### src/rtl/instruction_fetch.sv
// rtl/instruction_fetch.sv - fetch stage: PC-driven imem req/ack, 2-entry instruction queue to decode
module instruction_fetch #(
    parameter int ADDR_WIDTH = 32,
    parameter int INST_WIDTH = 32
) (
    input  logic                  clk,
    input  logic                  rst,
    input  logic [ADDR_WIDTH-1:0] ReadAddress,
    input  logic                  flush,
    output logic                  pc_advance,
    output logic                  imem_req,
    output logic [ADDR_WIDTH-1:0] imem_addr,
    input  logic                  imem_ack,
    input  logic [INST_WIDTH-1:0] imem_rdata,
    output logic                  inst_valid,
    input  logic                  inst_ready,
    output logic [INST_WIDTH-1:0] inst_data,
    output logic [ADDR_WIDTH-1:0] inst_pc
);

    typedef enum logic [1:0] {
        IDLE = 2'd0,
        REQ  = 2'd1,
        DROP = 2'd2
    } state_t;

    state_t                state;
    state_t                state_nxt;
    logic                  issue;
    logic                  push;
    logic                  pop;
    logic                  push_slot;
    logic [1:0]            count;
    logic [ADDR_WIDTH-1:0] q_pc   [2];
    logic [INST_WIDTH-1:0] q_data [2];

    always_comb begin
        state_nxt = state;
        issue     = 1'b0;
        case (state)
            IDLE: begin
                if (!flush && count < 2'd2) begin
                    issue     = 1'b1;
                    state_nxt = REQ;
                end
            end
            REQ: begin
                if (imem_ack)
                    state_nxt = IDLE;
                else if (flush)
                    state_nxt = DROP;
            end
            // request cannot be withdrawn, so wait out the ack and discard it
            DROP: begin
                if (imem_ack)
                    state_nxt = IDLE;
            end
            default: state_nxt = IDLE;
        endcase
    end

    always_ff @(posedge clk or negedge rst) begin
        if (!rst) begin
            state     <= IDLE;
            imem_addr <= '0;
        end else begin
            state <= state_nxt;
            if (issue)
                imem_addr <= ReadAddress;
        end
    end

    assign imem_req   = (state != IDLE);
    assign push       = (state == REQ) && imem_ack && !flush;
    assign pc_advance = push;
    assign inst_valid = (count != 2'd0);
    assign pop        = inst_valid && inst_ready;
    assign inst_data  = q_data[0];
    assign inst_pc    = q_pc[0];

    // write slot is the first free entry after any same-cycle pop has shifted the queue
    assign push_slot  = pop ? count[1] : count[0];

    always_ff @(posedge clk or negedge rst) begin
        if (!rst) begin
            count <= 2'd0;
            for (int i = 0; i < 2; i++) begin
                q_pc[i]   <= '0;
                q_data[i] <= '0;
            end
        end else if (flush) begin
            count <= 2'd0;
        end else begin
            if (pop) begin
                q_pc[0]   <= q_pc[1];
                q_data[0] <= q_data[1];
            end
            if (push) begin
                q_pc[push_slot]   <= imem_addr;
                q_data[push_slot] <= imem_rdata;
            end
            count <= count + 2'(push) - 2'(pop);
        end
    end

    // a single outstanding request issued only below full means a push never meets a full queue
    a_no_overflow: assert property (@(posedge clk) disable iff (!rst) !(push && count == 2'd2));

endmodule

### config.mk
export PLATFORM = sky130hd
export DESIGN_NAME = instruction_fetch
export DESIGN_NICKNAME = d
export VERILOG_FILES = /design/src/rtl/instruction_fetch.sv
export SDC_FILE = /design/constraint.sdc
export NUM_CORES = 1
export LEC_CHECK = 0
export CAP_MARGIN = 20
export CORE_ASPECT_RATIO = 1.75
export CORE_MARGIN = 4
export CORE_UTILIZATION = 47
export CTS_BUF_LIST = sky130_fd_sc_hd__clkbuf_8 sky130_fd_sc_hd__clkbuf_16
export CTS_CLUSTER_SIZE = 16
export DETAILED_ROUTE_END_ITERATION = 6
export GPL_ROUTABILITY_DRIVEN = 0
export PLACE_DENSITY = 0.74
export SKIP_LAST_GASP = 1
export SLEW_MARGIN = 20
export SYNTH_ARGS = -nofsm -noshare
export SYNTH_HDL_FRONTEND = slang
export SYNTH_SLANG_ARGS = --single-unit
### constraint.sdc
create_clock -name clk -period 1.9 [get_ports clk]
set_clock_uncertainty 0.1 [all_clocks]
set_input_delay 0.285 -clock clk [delete_from_list [all_inputs] [get_ports clk]]
set_output_delay 0.285 -clock clk [all_outputs]
set_load 0.01 [all_outputs]
==> summary.txt <==
Critical path arrival = 1.44 ns
CP max-delay cell = dfrtp_2
Sink Count = 164
RSZ-0062 raised after global routing = no
Cell breakdown of the critical path = buf_4 > or2_2 > buf_2
Commonest cells post-synth = 164 x dfrtp_1, 67 x buf_4, 66 x o21ai_0
Htree depth = 4
Nets = 897
Worst hold slack = 0.231 ns
Number of enable flip-flop cells after synthesis = 0
Ant. Diodes = 0
I/O Buffers = 167
R2R cell count = 5
Outcome = finished clean
Hpwl dp = 13,600 µm
Overall routing resource usage = 21.8%
Element type at the critical path start = register
Pint = 0.00792 W
HP Class = primary input to register
Tot Pwr = 0.0110 W
Comb pwr share = 26.2%
Async set-reset flop share out of synthesis = 100%
Count leader, synth = dfrtp_1
Final setup fails = 0
I/O pins = 168
Hold path depth = 3
Clock power frac = 31.8%
Post-synth top area share = 49.4%
Placed Cells = 1,035
YS warnings = 0
Vias per cell = 5.65
Core Area = 17,500 µm²
Max Slew Vio Count = 0
RR Startpoint = count[1]
Root buf cell = clkbuf_16
Layout Cells excl Fill = 1,071
TritonCTS clock tree = yes
Post-synth top flop = dfrtp_1
Die width = 109 µm
Crit path kind = register to primary output
Slew @ Worst Pin = 0.682 ns
Max-cap violations = 0
Latest clock arrival within the worst-skew pair = 0.43 ns
WL/cell = 20.0 µm
Initial antenna violation count = 2
Detailed-route DRC error count = 0
Synth-to-layout area growth = 24.7%
Req. time, crit path = 1.51 ns
CTS clk-pin slew, worst paths = 0.07 ns
Number of synthesized register bits = 164
Hold_sp = flush
Total grt overflow = 0
Power share of the sequential group = 42.1%
CTS max path bufs = 2
FMAX = 0.547 GHz
Share of layout cells above drive strength 1 = 21.1%
Layout Utilization = 59.4%
Psw = 0.00312 W
Initial DRC count = 288
PD cells = 1070 nW/µm²
Sw frac = 28.2%
CP delay by family, top = flip-flops
Crit path largest cell delay = 0.44 ns
Largest net degree at the start of global routing = 65
Final Hold Fails = 0
Area leader, netlist = dfrtp_1
Via count = 6,051
First-pass GRT wire length = 34,000 µm
Detailed Routing Iterations Pass 1 = 5
Mapped Cells = 737
Fillers = 1,464
Area of the mapped netlist = 8310 µm²
Tmin final = 1.83 ns
Top cells by area, synth = dfrtp_1 49%, mux2_4 11%, buf_4 6.1%
Library cells used by synthesis = 31
Hold EP = count[1]
P_leak = 4.26 nW
Post-route clock period utilization = 96.2%
Syn Area/Cell = 11.3 µm²
Final ANT Viol Nets = 0
Design Area, Final = 10,400 µm²
CP max FO = 5
DIE HEIGHT = 184 µm
CP Buf/Inv Count = 2
Share of the yosys chip area belonging to registers = 49.4%
Total die area = 20,000 µm²
Placed cell area = 9730 µm²
Initial Utilization = 47.6%
Rel. slew slack = 54.5%
Routed wire length = 21,500 µm
Crit. End Element = primary output
CTS buffer count = 17
Post-Syn Nets = 807
Worst reg-to-reg setup slack = 0.09 ns
Worst ir drop on vdd = 0.546 mV
# rows = 64
Vias in the first global route = 6,452
[worst reg2reg max path, cell delays in order (launching register included)]
cell	delay (ns)
dfrtp_2	0.39
buf_4	0.15
mux2_4	0.17
nor2b_4	0.21
buf_4	0.29
mux2_2	0.37
[power groups by stage]
stage	clock [W]	combinational, W	sequential (W)
6_report	0.00351	0.00289	0.00464
5_1_grt	0.00374	0.00311	0.00472
4_1_cts	0.00357	0.00293	0.00464
3_5_place_dp	0	0.00291	0.00469
3_3_place_gp	0	0.00286	0.00468
2_1_floorplan	0	0.00182	0.00459
[per-layer routing]
metal  wire [µm]  vias to the layer above  track usage (%)
met2       11400                      217             38.3
met3        1100                       46             3.94
li1            -                     2730                -
met1        8320                     3054             25.7
met4         654                        4             9.71
met5          21                        -                0
[kinds of logic (layout without fill, tap and decap cells)]
family	Yosys count	after routing	share of synthesized area, %
AOI/OAI and AO/OA	133	133	9.03
and+or+nand+nor	206	206	14.1
DFF	164	164	49.4
adders and majority gates	1	1	0.151
buffers and inverters	135	238	11.3
muxes	98	98	16.0
[worst max path at each step]
stage | endpoint | from | cells past startpoint
after global placement | register | imem_ack | 5
after floorplan | count[1] | state[1] | 7
final | imem_req | state[0] | 3
after CTS | pc_advance | state[1] | 3
after detailed placement | register | imem_ack | 5
after global routing | imem_addr[30] | state[0] | 4
[what timing repair did]
item | CTS | global route
endpoints found under the setup margin | 3 | 4
gates cloned | 0 | 0
hold buffers | 1 | 0
hold endpoints to repair | 39 | 0
buffers inserted | 3 | 0
gates resized for setup | 8 | 3
[layout by cell type (no fill, tap or decap), types with 2 or more instances in the layout]
cell type / n
mux2_4: 61
clkdlybuf4s50_1: 162
clkinv_4: 6
nor2b_4: 2
mux2_2: 35
buf_12: 11
and2b_1: 7
clkbuf_8: 2
nand3_1: 64
clkbuf_16: 17
buf_2: 2
inv_1: 3
mux2_1: 2
dfrtp_1: 162
buf_4: 22
nor2b_1: 59
bufinv_16: 2
o21ai_0: 66
a31oi_1: 64
clkinvlp_4: 2
nand2_1: 2
or2_2: 2
dfrtp_2: 2
inv_6: 2
nor3_1: 64
buf_6: 2
[metrics by stage]
stage                     setup TNS (ns)  worst slack (ns)
final                                  0            0.0719
after global routing                   0            0.0125
after CTS                              0            0.0114
after detailed placement          -16.09            -0.221
after global placement            -12.27            -0.185
after floorplan                        0            0.0370
[area by class of cell]
type,instances,area [µm²],share of cell area (%)
clock buffer,19,453,4.37
clock inverter,13,150,1.45
inverter,4,15.0,0.145
multi-input combinational,438,3280,31.7
sequential,164,4110,39.6
tap,231,289,2.79
timing repair buffer,202,2060,19.9
Power figures use the tool's default switching activity.
